## src/rtl/stack_ctrl_if.sv

```systemverilog
// Control/status bundle between the stack-processor control FSM and its datapath.
// The slave side is the controller; the master side drives instruction, start and flags.
interface stack_ctrl_if #(
    parameter int CNT_W = 16
);
    logic             start;
    logic [15:0]      IRw;
    logic             zero;
    logic             overflow;
    logic             IRWrite;
    logic             PCWrite;
    logic             PCSrc;
    logic             PushSel;
    logic             popAmt;
    logic             ESAct;
    logic [1:0]       ESop;
    logic [1:0]       ALUOp;
    logic             ALUSrcB;
    logic             halted;
    logic [CNT_W-1:0] instr_count;

    modport master (
        output start, IRw, zero, overflow,
        input  IRWrite, PCWrite, PCSrc, PushSel, popAmt, ESAct,
               ESop, ALUOp, ALUSrcB, halted, instr_count
    );

    modport slave (
        input  start, IRw, zero, overflow,
        output IRWrite, PCWrite, PCSrc, PushSel, popAmt, ESAct,
               ESop, ALUOp, ALUSrcB, halted, instr_count
    );
endinterface

```

## src/rtl/stack_ctrl.sv

```systemverilog
// Multicycle control FSM for the stack processor: fetch, decode, execute, write-back, branch.
// Optional macro STACK_CTRL_TRAP_OVF_EN: ADD/SUB/ADDI overflow in EXEC traps to HALT.
module stack_ctrl #(
    parameter int CNT_W = 16
) (
    input logic          clk,
    input logic          reset,
    stack_ctrl_if.slave  bus
);

    typedef enum logic [2:0] {
        S_IDLE, S_FETCH, S_DECODE, S_EXEC, S_WB, S_BRANCH, S_HALT
    } state_t;

    localparam logic [3:0] OP_PUSHI = 4'h0;
    localparam logic [3:0] OP_ADD   = 4'h1;
    localparam logic [3:0] OP_SUB   = 4'h2;
    localparam logic [3:0] OP_AND   = 4'h3;
    localparam logic [3:0] OP_OR    = 4'h4;
    localparam logic [3:0] OP_ADDI  = 4'h5;
    localparam logic [3:0] OP_DUP   = 4'h6;
    localparam logic [3:0] OP_POP   = 4'h7;
    localparam logic [3:0] OP_BEQ   = 4'h8;
    localparam logic [3:0] OP_JMP   = 4'h9;

    localparam logic [1:0] ES_PUSH    = 2'b00;
    localparam logic [1:0] ES_POP     = 2'b01;
    localparam logic [1:0] ES_DUP     = 2'b10;
    localparam logic [1:0] ES_REPLACE = 2'b11;

    state_t           r_state;
    state_t           w_state_next;
    logic [CNT_W-1:0] r_instr_count;
    logic [3:0]       w_opcode;
    logic             w_trap;

    assign w_opcode = bus.IRw[15:12];

`ifdef STACK_CTRL_TRAP_OVF_EN
    assign w_trap = bus.overflow &&
                    (w_opcode == OP_ADD || w_opcode == OP_SUB || w_opcode == OP_ADDI);
    logic w_unused_ir;
    assign w_unused_ir = &{1'b0, bus.IRw[11:0]};
`else
    assign w_trap = 1'b0;
    logic w_unused_ir;
    assign w_unused_ir = &{1'b0, bus.IRw[11:0], bus.overflow};
`endif

    // NOTE: sequential state uses non-blocking assignments so every register samples pre-edge values.
    always_ff @(posedge clk or negedge reset) begin
        if (!reset) r_state <= S_IDLE;
        else        r_state <= w_state_next;
    end

    always_comb begin
        // NOTE: default assignment first so no path leaves a variable unassigned (no latch).
        w_state_next = r_state;
        case (r_state)
            S_IDLE:   if (bus.start) w_state_next = S_FETCH;
            S_FETCH:  w_state_next = S_DECODE;
            S_DECODE: begin
                case (w_opcode)
                    OP_PUSHI, OP_DUP, OP_POP:                    w_state_next = S_WB;
                    OP_ADD, OP_SUB, OP_AND, OP_OR, OP_ADDI:      w_state_next = S_EXEC;
                    OP_BEQ, OP_JMP:                              w_state_next = S_BRANCH;
                    default:                                     w_state_next = S_HALT;
                endcase
            end
            S_EXEC:   w_state_next = w_trap ? S_HALT : S_WB;
            S_WB:     w_state_next = S_FETCH;
            S_BRANCH: w_state_next = S_FETCH;
            S_HALT:   w_state_next = S_HALT;
            default:  w_state_next = S_IDLE;
        endcase
    end

    // WB and BRANCH always return to FETCH, so leaving them retires an instruction.
    always_ff @(posedge clk or negedge reset) begin
        if (!reset)
            r_instr_count <= '0;
        else if (r_state == S_WB || r_state == S_BRANCH)
            r_instr_count <= r_instr_count + 1'b1;
    end

    assign bus.instr_count = r_instr_count;

    always_comb begin
        bus.IRWrite = 1'b0;
        bus.PCWrite = 1'b0;
        bus.PCSrc   = 1'b0;
        bus.PushSel = 1'b0;
        bus.popAmt  = 1'b0;
        bus.ESAct   = 1'b0;
        bus.ESop    = ES_PUSH;
        bus.ALUOp   = 2'b00;
        bus.ALUSrcB = 1'b0;
        bus.halted  = 1'b0;
        case (r_state)
            S_FETCH: begin
                bus.IRWrite = 1'b1;
                bus.PCWrite = 1'b1;
            end
            S_EXEC: begin
                if (w_opcode == OP_ADDI) bus.ALUSrcB = 1'b1;
                else                     bus.ALUOp   = 2'(w_opcode - 4'd1);
            end
            S_WB: begin
                bus.ESAct = 1'b1;
                case (w_opcode)
                    OP_PUSHI: begin
                        bus.ESop    = ES_PUSH;
                        bus.PushSel = 1'b1;
                    end
                    OP_ADD, OP_SUB, OP_AND, OP_OR: begin
                        bus.ESop   = ES_REPLACE;
                        bus.popAmt = 1'b1;
                    end
                    OP_ADDI: bus.ESop = ES_REPLACE;
                    OP_DUP:  bus.ESop = ES_DUP;
                    OP_POP:  bus.ESop = ES_POP;
                    default: bus.ESAct = 1'b0;
                endcase
            end
            S_BRANCH: begin
                if (w_opcode == OP_BEQ) begin
                    // Compare-and-consume: the subtraction drives zero, both operands are popped.
                    bus.ALUOp   = 2'b01;
                    bus.ESAct   = 1'b1;
                    bus.ESop    = ES_POP;
                    bus.popAmt  = 1'b1;
                    bus.PCWrite = bus.zero;
                    bus.PCSrc   = 1'b1;
                end else if (w_opcode == OP_JMP) begin
                    bus.PCWrite = 1'b1;
                    bus.PCSrc   = 1'b1;
                end
            end
            S_HALT:  bus.halted = 1'b1;
            default: ;
        endcase
    end

endmodule

```

## src/flat_wrapper.sv

```systemverilog
// flat-port wrapper written by rule: the top's interface ports become plain ports
module stack_ctrl_flat 
#(
    parameter int CNT_W = 16
)
  (clk, reset, bus_start, bus_IRw, bus_zero, bus_overflow, bus_IRWrite, bus_PCWrite, bus_PCSrc, bus_PushSel, bus_popAmt, bus_ESAct, bus_ESop, bus_ALUOp, bus_ALUSrcB, bus_halted, bus_instr_count);
  stack_ctrl_if #(.CNT_W(CNT_W)) bus_i ();
  input logic clk;
  input logic reset;
  input wire logic [$bits(bus_i.start)-1:0] bus_start;
  input wire logic [$bits(bus_i.IRw)-1:0] bus_IRw;
  input wire logic [$bits(bus_i.zero)-1:0] bus_zero;
  input wire logic [$bits(bus_i.overflow)-1:0] bus_overflow;
  output wire logic [$bits(bus_i.IRWrite)-1:0] bus_IRWrite;
  output wire logic [$bits(bus_i.PCWrite)-1:0] bus_PCWrite;
  output wire logic [$bits(bus_i.PCSrc)-1:0] bus_PCSrc;
  output wire logic [$bits(bus_i.PushSel)-1:0] bus_PushSel;
  output wire logic [$bits(bus_i.popAmt)-1:0] bus_popAmt;
  output wire logic [$bits(bus_i.ESAct)-1:0] bus_ESAct;
  output wire logic [$bits(bus_i.ESop)-1:0] bus_ESop;
  output wire logic [$bits(bus_i.ALUOp)-1:0] bus_ALUOp;
  output wire logic [$bits(bus_i.ALUSrcB)-1:0] bus_ALUSrcB;
  output wire logic [$bits(bus_i.halted)-1:0] bus_halted;
  output wire logic [$bits(bus_i.instr_count)-1:0] bus_instr_count;
  assign bus_i.start = bus_start;
  assign bus_i.IRw = bus_IRw;
  assign bus_i.zero = bus_zero;
  assign bus_i.overflow = bus_overflow;
  assign bus_IRWrite = bus_i.IRWrite;
  assign bus_PCWrite = bus_i.PCWrite;
  assign bus_PCSrc = bus_i.PCSrc;
  assign bus_PushSel = bus_i.PushSel;
  assign bus_popAmt = bus_i.popAmt;
  assign bus_ESAct = bus_i.ESAct;
  assign bus_ESop = bus_i.ESop;
  assign bus_ALUOp = bus_i.ALUOp;
  assign bus_ALUSrcB = bus_i.ALUSrcB;
  assign bus_halted = bus_i.halted;
  assign bus_instr_count = bus_i.instr_count;
  stack_ctrl #(.CNT_W(CNT_W)) u_core (.clk(clk), .reset(reset), .bus(bus_i));
endmodule
```

## config.mk

```make
export PLATFORM = sky130hd
export DESIGN_NAME = stack_ctrl_flat
export DESIGN_NICKNAME = d
export VERILOG_FILES = /design/src/rtl/stack_ctrl_if.sv /design/src/rtl/stack_ctrl.sv /design/src/flat_wrapper.sv
export SDC_FILE = /design/constraint.sdc
export NUM_CORES = 1
export LEC_CHECK = 0
export ABC_AREA = 1
export CAP_MARGIN = 40
export CORE_UTILIZATION = 39
export CTS_BUF_LIST = sky130_fd_sc_hd__clkbuf_4
export DETAILED_ROUTE_END_ITERATION = 6
export MAX_ROUTING_LAYER = met4
export PLACE_DENSITY = 0.73
export SETUP_SLACK_MARGIN = 0.02
export SLEW_MARGIN = 15
export SYNTH_ARGS = -nofsm -noshare
export SYNTH_HDL_FRONTEND = slang
export SYNTH_SLANG_ARGS = --single-unit
```

## constraint.sdc

```tcl
create_clock -name clk -period 1.66 [get_ports clk]
set_input_delay 0.415 -clock clk [delete_from_list [all_inputs] [get_ports clk]]
set_output_delay 0.415 -clock clk [all_outputs]
set_load 0.02 [all_outputs]
```

Yosys cells after proc, flatten, opt, wreduce, memory -nomap -nowiden
Memories as Yosys holds them, arrays and structs flattened.
Index checks and enable logic that the tools add are counted.
Storage, ports and cells
  flip-flop bits (word level): 19
  ROM bits: 48
  input bits: 21
  output and inout port bits: 28
  logic and storage cells: 51
  memories kept: 1
Memory list
  (no name shown): depth 16, bits a word 3, rd ports 1, clocked after Yosys merged registers in 0, write ports 0, line stack_ctrl.sv:63  | case (w_opcode)
Operators by class
  $add $sub $neg: 2
  equality and inequality tests: 16
  multiplexer cells: 23
  reduce and logical (&&, ||, !) cells: 7
Operators with widths (number)
  $pmux 3 s6: 1
  $add 16x1->16 const B: 1
  $eq 4x3->1 const B: 4
  $mux 1: 14
  $eq 3x3->1 const B: 3
  $eq 4x2->1 const B: 2
  $eq 4x4->1 const B: 2
  $pmux 2 s2: 2
  $reduce_or 8->1: 1
  $eq 3x2->1 const B: 2
  $pmux 1 s2: 3
  $pmux 2 s3: 1
  $reduce_or 5->1: 1
  $eq 4x1->1 const B: 1
  $logic_not 4->1: 1
  $reduce_or 4->1: 1
  $eq 3x1->1 const B: 1
  $logic_not 3->1: 1
  $mux 3: 1
  $mux 2: 1
  $ne 2x2->1 const B: 1
  $reduce_or 2->1: 1
  $sub 2x1->2 const B: 1
  $logic_or 1x1->1: 1

Depth between registers and ports, before layout
Gate-level depths: netlist (run 1).
  word-level depth: 4
  mapped depth: 8
  mapped depth without buffers: 8

Worst setup path after synthesis (run 1)
OpenSTA, ideal clock, no wires.
  path type: in2out
  from: input bus_IRw[12]
  to: output bus_PCWrite
  arrival time: 1.477 ns
  data required time: 1.245 ns
  slack: -0.232 ns
  cell stages on the path: 6
  path buffers: 0
  cell sequence: inv_1 -> ha_1 -> nand2_1 -> o21ai_0 -> nand2_1 -> o21ai_0
On the way
  word-level cells in the longest chain between the ends: 4
  elaborated cells between the ends (all ways): 5
  classes of those cells: 2 x eq/ne; 3 x mux
Ends and longest elaborated chain
  from (decl): line flat_wrapper.sv:11  | input wire logic [$bits(bus_i.IRw)-1:0] bus_IRw;
  $eq 4x4->1: line stack_ctrl.sv:134  | end else if (w_opcode == OP_JMP) begin
  $mux 1: line stack_ctrl.sv:134
  $mux 1 (*): line stack_ctrl.sv:126  | if (w_opcode == OP_BEQ) begin
  $pmux 1 s2 (*): line stack_ctrl.sv:99  | case (r_state)
  to (decl): line flat_wrapper.sv:15  | output wire logic [$bits(bus_i.PCWrite)-1:0] bus_PCWrite;
Every way passes the cells marked *; elsewhere a longest branch is shown, timed or not.

Worst setup path after layout (run 1)
  from: register u_core.r_state[1]
  to: output bus_popAmt
On the way
  word-level cells in the longest chain between the ends: 2
  elaborated cells between the ends (all ways): 3
  classes of those cells: 2 x eq/ne; 1 x mux
Ends and longest elaborated chain
  from (decl): line stack_ctrl.sv:31  | state_t r_state;
  from (signal assigned): line stack_ctrl.sv:53  | else r_state <= w_state_next;
  $eq 3x3->1: line stack_ctrl.sv:99
  $pmux 1 s2 (*): line stack_ctrl.sv:99
  to (decl): line flat_wrapper.sv:18  | output wire logic [$bits(bus_i.popAmt)-1:0] bus_popAmt;
Marks and branches as above.

==> results.json, run 1 <==
{
  "cts_tree": "done",
  "post-route-period-util": 1.094,
  "status": "finished with violations",
  "pin_count": 49,
  "cp_max_fo": 3,
  "hold_path.class": "in2async",
  "hold_viol": 0,
  "dr.pass1.iters": 4,
  "cts_sinks": 19,
  "grt_pass1_wl_um": 4947,
  "dp_hpwl_um": 2376,
  "die_x_um": 59.51,
  "cts_inserted_buffers": 3,
  "clockBufferDepth": 2,
  "die_y_um": 59.51,
  "crit_type": "reg2out",
  "ir_drop_mv": 0.2923,
  "start_util": 0.4157,
  "violations": "negative setup slack",
  "remaining_drc_errors": 0,
  "place_ws_ns": -0.9795,
  "skew_ns": 0.005570,
  "p_leak_nw": 1.134,
  "cp.arrival_ns": 1.40,
  "area_delta_synth_final_pct": 62.46,
  "ys_seq_area_frac": 0.3686,
  "area.sequential_um2": 475.5,
  "cts.hold.buffers_added": 0,
  "startpoint_type": "flop",
  "numPortBuffers": 35,
  "drive_gt1_frac": 0.3410,
  "r2r_start": "u_core.r_state[1]",
  "htree_levels": 1,
  "slew_headroom": 0.8302,
  "synth_top_area_share": 0.3686,
  "place_congestion": 0.8018,
  "yosys_register_bits": 19,
  "power_frac_seq": 0.574,
  "synth_commonest_cells": "nand2_1 (60), inv_1 (30), nor2_1 (21), dfrtp_1 (19), nand3_1 (17)",
  "via_per_inst": 4.662,
  "synth_cell_types": 19,
  "num_antenna_cells": 0,
  "drt-total-wl_um": 3139,
  "synthCells": 189,
  "tightest_slew_ns": 0.2538,
  "synth_area_leaders": "dfrtp_1 (37%), nand2_1 (17%), inv_1 (8.7%)",
  "crit_required_ns": 1.24,
  "num_vias": 1422,
  "rows": 20,
  "synth-main-ff-cell": "dfrtp_1",
  "avgSynthCellArea_um2": 6.825,
  "rsz0062_at_grt": "true",
  "grt_pass1_vias": 1160,
  "layout_setup_ws_ns": -0.1555,
  "tns_ns": -1.192,
  "endpoint": "bus_popAmt",
  "synthArstFlopShare": 1.000,
  "reg2regPathDepth": 9,
  "track_usage": 0.1914,
  "syn-cell-area_mm2": 0.001290,
  "synth.most_common_cell": "nand2_1",
  "fin_nets": 288,
  "antenna_found_initial": 0,
  "switchingPower_mw": 0.2031,
  "syn-num-nets": 215,
  "ant_nets": 0,
  "synth_edf_count": 0,
  "timing.rr.end": "u_core.bus.instr_count[7]",
  "gr-total-overflow": 0,
  "maxSlewViolCount": 0,
  "clk_latency_ns": 0.30,
  "clkTransAtPathRegs_ns": 0.11,
  "core_mm2": 0.003103,
  "synth_top_area_cell": "dfrtp_1",
  "r2r_slack_ns": 0.13,
  "final_cell_count_no_fill": 305,
  "pwr-share-clk": 0.294,
  "endpoint_kind": "primary output",
  "p_sw_frac": 0.2520,
  "fmax_mhz": 550.8,
  "cp-startpoint": "u_core.r_state[1]",
  "fillerInstances": 286,
  "multi_input_area_um2": 829.5,
  "finalSetupViolCount": 12,
  "post-route-min-period_ns": 1.815,
  "p_int_mw": 0.6031,
  "die-area_mm2": 0.003541,
  "wl_per_cell_um": 10.29,
  "yosys_warnings": 0,
  "power-per-cell-area_mw_per_mm2": 384.7,
  "maxCapViolCount": 0,
  "root_buffer": "clkbuf_4",
  "dp.cells": 295,
  "pwr-share-comb": 0.132,
  "drt-initial-drc-count": 46,
  "grt_max_degree": 20
}
==> logic make-up after synthesis <==
family / after synthesis / share of synthesized area
AOI/OAI and AO/OA: 12 / 0.04753
xor gates and xnor gates: 7 / 0.04753
adders and majority gates: 5 / 0.04850
buffers and inverters: 31 / 0.09020
DFF: 19 / 0.3686
and+or+nand+nor: 115 / 0.3977
==> worst min-delay path by stage <==
stage                                       to                  startpoint  slack, ns
global placement    u_core.bus.instr_count[14]  u_core.bus.instr_count[14]       0.48
floorplan            u_core.bus.instr_count[0]                       reset       0.12
finish              u_core.bus.instr_count[10]                       reset       0.44
global route        u_core.bus.instr_count[13]                       reset       0.44
CTS                  u_core.bus.instr_count[5]                       reset       0.45
detailed placement  u_core.bus.instr_count[14]  u_core.bus.instr_count[14]       0.49
==> final cells by class <==
cell class / instances / area share
Clock buffer: 3 / 0.01075
Clock inverter: 1 / 0.002388
Tap cell: 44 / 0.02627
Multi-Input combinational cell: 139 / 0.3958
Timing Repair Buffer: 68 / 0.2812
Sequential cell: 19 / 0.2269
Inverter: 31 / 0.05672
==> critical path: stages, from the launching register on <==
cell	delay (ns)
dfrtp_1	0.41
inv_2	0.08
nand2_4	0.06
nor2_4	0.08
nand4_1	0.11
buf_4	0.17
o21ai_2	0.06
buf_6	0.13
==> metrics by stage <==
step / total power, mW / util / cell area, um^2 / hold slack, ns
global route: 0.8468 / 0.6754 / 2096 / 0.4448
global placement: 0.5547 / 0.6157 / 1911 / 0.4827
CTS: 0.8050 / 0.6589 / 2044 / 0.4466
finish: 0.8062 / 0.6754 / 2096 / 0.4371
detailed placement: 0.5550 / 0.6157 / 1911 / 0.4866
floorplan: 0.5020 / - / 1303 / 0.1194
==> what timing repair did <==
item                       in CTS  in global routing
pin swaps                      10                  3
resized for setup             128                 10
setup endpoints to repair      28                 12
setup buffers                   3                  3
==> state kept, by name, summed over array words and instances (netlist names) <==
name / flops
u_core.bus.instr_count: 16
u_core.r_state: 3
==> cell usage in the layout (no fill, tap or decap), types with 2 or more instances in the layout <==
cell type        instances
ha_4                     4
nor2_2                   3
buf_4                   33
o21ai_2                  3
nor2_1                  17
nor3_1                   2
nand2_2                  5
nand3_1                 13
inv_2                    9
xnor2_1                  2
a21oi_1                  3
inv_1                   21
buf_6                   13
nand3_2                  3
dlygate4sd2_1           17
dfrtp_1                 19
clkbuf_4                 3
nor2_4                   5
nand2_1                 57
xor2_1                   5
o21ai_0                  3
nand4_1                  6
clkdlybuf4s50_1          3
==> power by group through the flow <==
stage	Clock, mW	Sequential (mW)	Combinational, mW
after floorplan	0	0.472	0.0302
final	0.237	0.463	0.107
after detailed placement	0	0.472	0.0834
after global routing	0.266	0.463	0.118
after CTS	0.242	0.463	0.101
after global placement	0	0.472	0.0831
==> metal layers <==
| metal | up-vias | share of wire | track usage |
|---|---|---|---|
| met2 | 27 | 0.48 | 0.3066 |
| met4 | 0 | 0.014 | 0.06645 |
| met5 | - | 0 | - |
| met3 | 4 | 0.035 | 0.04148 |
| met1 | 654 | 0.47 | 0.2382 |
| li1 | 737 | - | - |
Note: power is estimated with default switching activity, not from simulation.
==> run 2: changes to the inputs <==
==> constraint.sdc (replaced) <==
create_clock -name clk -period 2.1 [get_ports clk]
set_input_delay 0.525 -clock clk [delete_from_list [all_inputs] [get_ports clk]]
set_output_delay 0.525 -clock clk [all_outputs]
set_load 0.05 [all_outputs]
==> results.json, run 2 (same netlist as run 1, synthesis figures left out) <==
{
  "status": "completed",
  "grt_pass1_vias": 1245,
  "finalSetupViolCount": 0,
  "dr.pass1.iters": 4,
  "cts_tree": "done",
  "htree_levels": 1,
  "antenna_found_initial": 0,
  "r2r_start": "u_core.r_state[1]",
  "slew_headroom": 0.6667,
  "maxSlewViolCount": 0,
  "largest_reg_flops": 16,
  "drt-initial-drc-count": 25,
  "tightest_slew_ns": 0.4992,
  "post-route-min-period_ns": 2.087,
  "die-area_mm2": 0.003541,
  "rsz0062_at_grt": "true",
  "drt-total-wl_um": 3314,
  "post-route-period-util": 0.9937,
  "place_congestion": 0.9004,
  "ant_nets": 0,
  "power_mw": 0.6666,
  "reg2regPathDepth": 7,
  "clk_latency_ns": 0.30,
  "power-per-cell-area_mw_per_mm2": 307.4,
  "startpoint_type": "input pin",
  "clkTransAtPathRegs_ns": 0.10,
  "maxCapViolCount": 0,
  "timing.rr.end": "u_core.bus.instr_count[7]",
  "hold_path.class": "reg2reg",
  "cp_max_fo": 4,
  "skew_ns": 0.004045,
  "final_common_cell": "nand2_1",
  "clockBufferDepth": 2,
  "pin_count": 49,
  "layout_common_cells": "nand2_1 (52), buf_4 (24), inv_1 (23), dfrtp_1 (18), nor2_1 (14)",
  "die_x_um": 59.51,
  "crit_type": "in2out",
  "final_cell_count_no_fill": 291,
  "die_y_um": 59.51,
  "via_per_inst": 4.852,
  "finalInstanceArea_mm2": 0.002168,
  "ir_drop_mv": 0.2847,
  "drive_gt1_frac": 0.3806,
  "start_util": 0.4157,
  "area.sequential_um2": 476.7,
  "num_vias": 1412,
  "wl_per_cell_um": 11.39,
  "cts.hold.buffers_added": 0,
  "fmax_mhz": 479.2,
  "track_usage": 0.2030,
  "dp_hpwl_um": 2311,
  "endpoint_kind": "primary output",
  "fin_nets": 274,
  "cp.arrival_ns": 1.56,
  "r2r_slack_ns": 0.75,
  "crit_required_ns": 1.57,
  "cts_inserted_buffers": 3,
  "cp-startpoint": "bus_IRw[12]",
  "cts_sinks": 19,
  "hold_viol": 0,
  "rows": 20,
  "multi_input_area_um2": 868.3,
  "fillerInstances": 247,
  "remaining_drc_errors": 0,
  "grt_max_degree": 20,
  "num_antenna_cells": 0,
  "gr-total-overflow": 0,
  "grt_pass1_wl_um": 5257,
  "core_mm2": 0.003103,
  "endpoint": "bus_popAmt",
  "post-route-util": 0.6988,
  "p_leak_nw": 1.117,
  "area_delta_synth_final_pct": 68.09,
  "placed_area_mm2": 0.001902,
  "dp.cells": 280,
  "numPortBuffers": 35,
  "root_buffer": "clkbuf_4",
  "tns_ns": 0
}
-- run 2: cell count changes in the layout (fill, tap and decap cells not counted), sizes merged --
cell           previous run  this run
clkdlybuf4s50             3         5
buf                      47        42
clkinv                    1         0
clkbuf                    3         6
clkdlybuf4s15             1         0
dlymetal6s2s              0         3
dlygate4sd2              17         2
-- run 2: routing by layer --
layer / share of wire / vias to the layer above / GRT usage
met3: 0.039 / 4 / 0.05240
met2: 0.51 / 33 / 0.3419
li1: - / 712 / -
met1: 0.44 / 663 / 0.2362
met4: 0.012 / 0 / 0.06312
met5: 0 / - / -
-- run 2: per-stage QoR --
step           hold slack, ns  worst slack (ns)
6_report               0.5007           0.01324
5_1_grt                0.5282          -0.03809
4_1_cts                0.5082           0.02300
3_5_place_dp           0.4902           -0.4520
3_3_place_gp           0.4874           -0.4192
2_1_floorplan          0.2294         -0.002323
-- run 2: where the power goes --
group,switching [mW],total (mW),internal (mW)
clock,0.109,0.196,0.0870
sequential,0,0.366,0.366
combinational,0.0536,0.105,0.0511
total,0.163,0.667,0.504
-- run 2: layout make-up --
| cell class | instances | area share |
|---|---|---|
| flip-flops and latches | 19 | 0.2198 |
| multi-input cells | 139 | 0.4005 |
| well taps | 44 | 0.02539 |
| clock buffers | 4 | 0.01385 |
| repair buffers | 54 | 0.2822 |
| inverters | 31 | 0.05828 |
-- run 2: worst min path at each step --
stage,startpoint,end,slack [ns],cells after the start
global placement,u_core.bus.instr_count[14],u_core.bus.instr_count[14],0.49,2
global route,u_core.bus.instr_count[15],u_core.bus.instr_count[15],0.53,2
finish,u_core.bus.instr_count[15],u_core.bus.instr_count[15],0.50,2
CTS,u_core.bus.instr_count[15],u_core.bus.instr_count[15],0.51,2
detailed placement,u_core.bus.instr_count[15],u_core.bus.instr_count[15],0.49,2
floorplan,reset,u_core.bus.instr_count[0],0.23,0
-- run 2: worst max-delay path: stages --
cell	delay, ns
buf_12	0.12
inv_8	0.06
ha_4	0.16
inv_2	0.05
a21oi_2	0.13
nand2_2	0.09
buf_6	0.13
o21ai_4	0.15
buf_12	0.15
-- run 2: timing repair --
action	CTS	global route
resized for setup	41	36
pin swaps	10	10
buffers inserted	4	3
endpoints found under the setup margin	12	13
==> run 3: changes to the inputs <==
- PLACE_DENSITY: 0.73 -> 0.76
- clock period: 2.1 -> 1.69 ns (I/O delays scaled with it)
==> results.json, run 3 (same netlist as run 1, synthesis figures left out) <==
{
  "grt_busiest_layer": "met2",
  "finalSetupViolCount": 12,
  "clkTransAtPathRegs_ns": 0.11,
  "maxCapViolCount": 0,
  "clockBufferDepth": 2,
  "endpoint": "bus_ESop[0]",
  "root_buffer": "clkbuf_4",
  "layout_setup_ws_ns": -0.2269,
  "hold_path.class": "in2async",
  "drt-total-wl_um": 3495,
  "largest_reg_flops": 16,
  "dp_hpwl_um": 2633,
  "cts_inserted_buffers": 3,
  "gr-usage-met2": 0.3868,
  "skew_ns": 0.001943,
  "cts_sinks": 19,
  "ant_nets": 0,
  "r2r_slack_ns": 0.23,
  "cts_tree": "done",
  "post-route-util": 0.7444,
  "core_mm2": 0.003103,
  "die_y_um": 59.51,
  "area_delta_synth_final_pct": 79.05,
  "drt-initial-drc-count": 38,
  "numPortBuffers": 35,
  "timing.rr.end": "u_core.bus.instr_count[8]",
  "start_util": 0.4157,
  "use_met1": 0.2510,
  "violations": "negative setup slack",
  "p_leak_nw": 1.078,
  "die_x_um": 59.51,
  "num_antenna_cells": 0,
  "dr.pass1.iters": 4,
  "htree_levels": 1,
  "layout_common_cells": "nand2_1 (54), buf_12 (28), inv_1 (21), dfrtp_1 (17)",
  "startpoint_type": "flop",
  "tns_ns": -1.633,
  "pin_count": 49,
  "die-area_mm2": 0.003541,
  "hold_ws_ns": 0.4477,
  "post-route-min-period_ns": 1.917,
  "slowest_delay_ns": 0.41,
  "r2r_start": "u_core.bus.instr_count[1]",
  "reg2regPathDepth": 8,
  "tightest_slew_ns": 0.2999,
  "cp-startpoint": "u_core.r_state[1]",
  "power_mw": 0.7960,
  "power-per-cell-area_mw_per_mm2": 344.6,
  "num_vias": 1413,
  "rsz0062_at_grt": "true",
  "final_common_cell": "nand2_1",
  "hold_viol": 0,
  "fin_nets": 273,
  "final_cell_count_no_fill": 290,
  "grt_pass1_vias": 1332,
  "crit_type": "reg2out",
  "maxSlewViolCount": 0,
  "antenna_found_initial": 0,
  "crit_required_ns": 1.27,
  "track_usage": 0.2180,
  "placed_area_mm2": 0.002160,
  "place_congestion": 0.8710,
  "via_per_inst": 4.872,
  "clk_latency_ns": 0.30,
  "cp.arrival_ns": 1.49,
  "critical_path.slowest_cell": "dfrtp_1",
  "fmax_mhz": 521.7,
  "gr-total-overflow": 0,
  "finalInstanceArea_mm2": 0.002310,
  "grt_max_degree": 20,
  "cp_max_fo": 4,
  "endpoint_kind": "primary output",
  "dp.cells": 284,
  "wl_per_cell_um": 12.05,
  "remaining_drc_errors": 0,
  "path_cells": "inv_2, nand2_4, nor2_4, nand4_1, nand2_1, buf_12",
  "status": "finished with violations",
  "rows": 20,
  "drive_gt1_frac": 0.4065,
  "grt_use_met3": 0.03712,
  "place_ws_ns": -0.6638,
  "grt_pass1_wl_um": 5692,
  "post-route-period-util": 1.134,
  "ir_drop_mv": 0.2278,
  "slew_headroom": 0.8000
}
[run 3: changes by cell type in the layout (fill, tap and decap cells not counted), sizes merged]
cell / before / now
buf: 42 / 48
dlymetal6s2s: 3 / 0
clkdlybuf4s50: 5 / 3
clkinvlp: 0 / 2
dlygate4sd2: 2 / 0
inv: 31 / 29
clkbuf: 6 / 5
clkinv: 0 / 1
[run 3: cell type report]
class	instances	area (um^2)
clock buffer	3	22.52
clock inverter	1	5.005
fill	229	793.3
inverter	31	126.4
multi-input combinational	139	855.8
sequential	19	478.0
tap	44	55.05
timing repair buffer	53	767.0
[run 3: critical path: cells and delay by family (launching register included)]
family                 cells  cell delay, ns
buffers and inverters      2            0.23
DFF                        1            0.41
and+or+nand+nor            4            0.56
[run 3: layer usage]
layer / vias up / wire length (um)
met5: - / 0
met4: 0 / 58
met3: 6 / 130
met2: 40 / 1818
met1: 657 / 1487
li1: 710 / -
[run 3: how the worst min path moves through the flow]
stage / start / to / slack, ns
5_1_grt: reset / u_core.bus.instr_count[12] / 0.48
3_5_place_dp: u_core.bus.instr_count[15] / u_core.bus.instr_count[15] / 0.55
4_1_cts: reset / u_core.bus.instr_count[9] / 0.45
3_3_place_gp: u_core.bus.instr_count[15] / u_core.bus.instr_count[15] / 0.54
6_report: reset / u_core.bus.instr_count[9] / 0.45
2_1_floorplan: reset / u_core.bus.instr_count[0] / 0.13
[run 3: where the power goes]
group / internal, mW / switching (mW) / leakage, nW
sequential: 0.454 / 0 / 0.253
clock: 0.0883 / 0.148 / 0.0177
combinational: 0.0483 / 0.0575 / 0.807
total: 0.591 / 0.205 / 1.08
[run 3: repair_timing]
item	in CTS	in global routing
buffers inserted	2	0
gates resized for setup	41	12
endpoints found under the setup margin	12	12
hold buffers	0	0
hold endpoints to repair	0	0
pin swaps	6	7
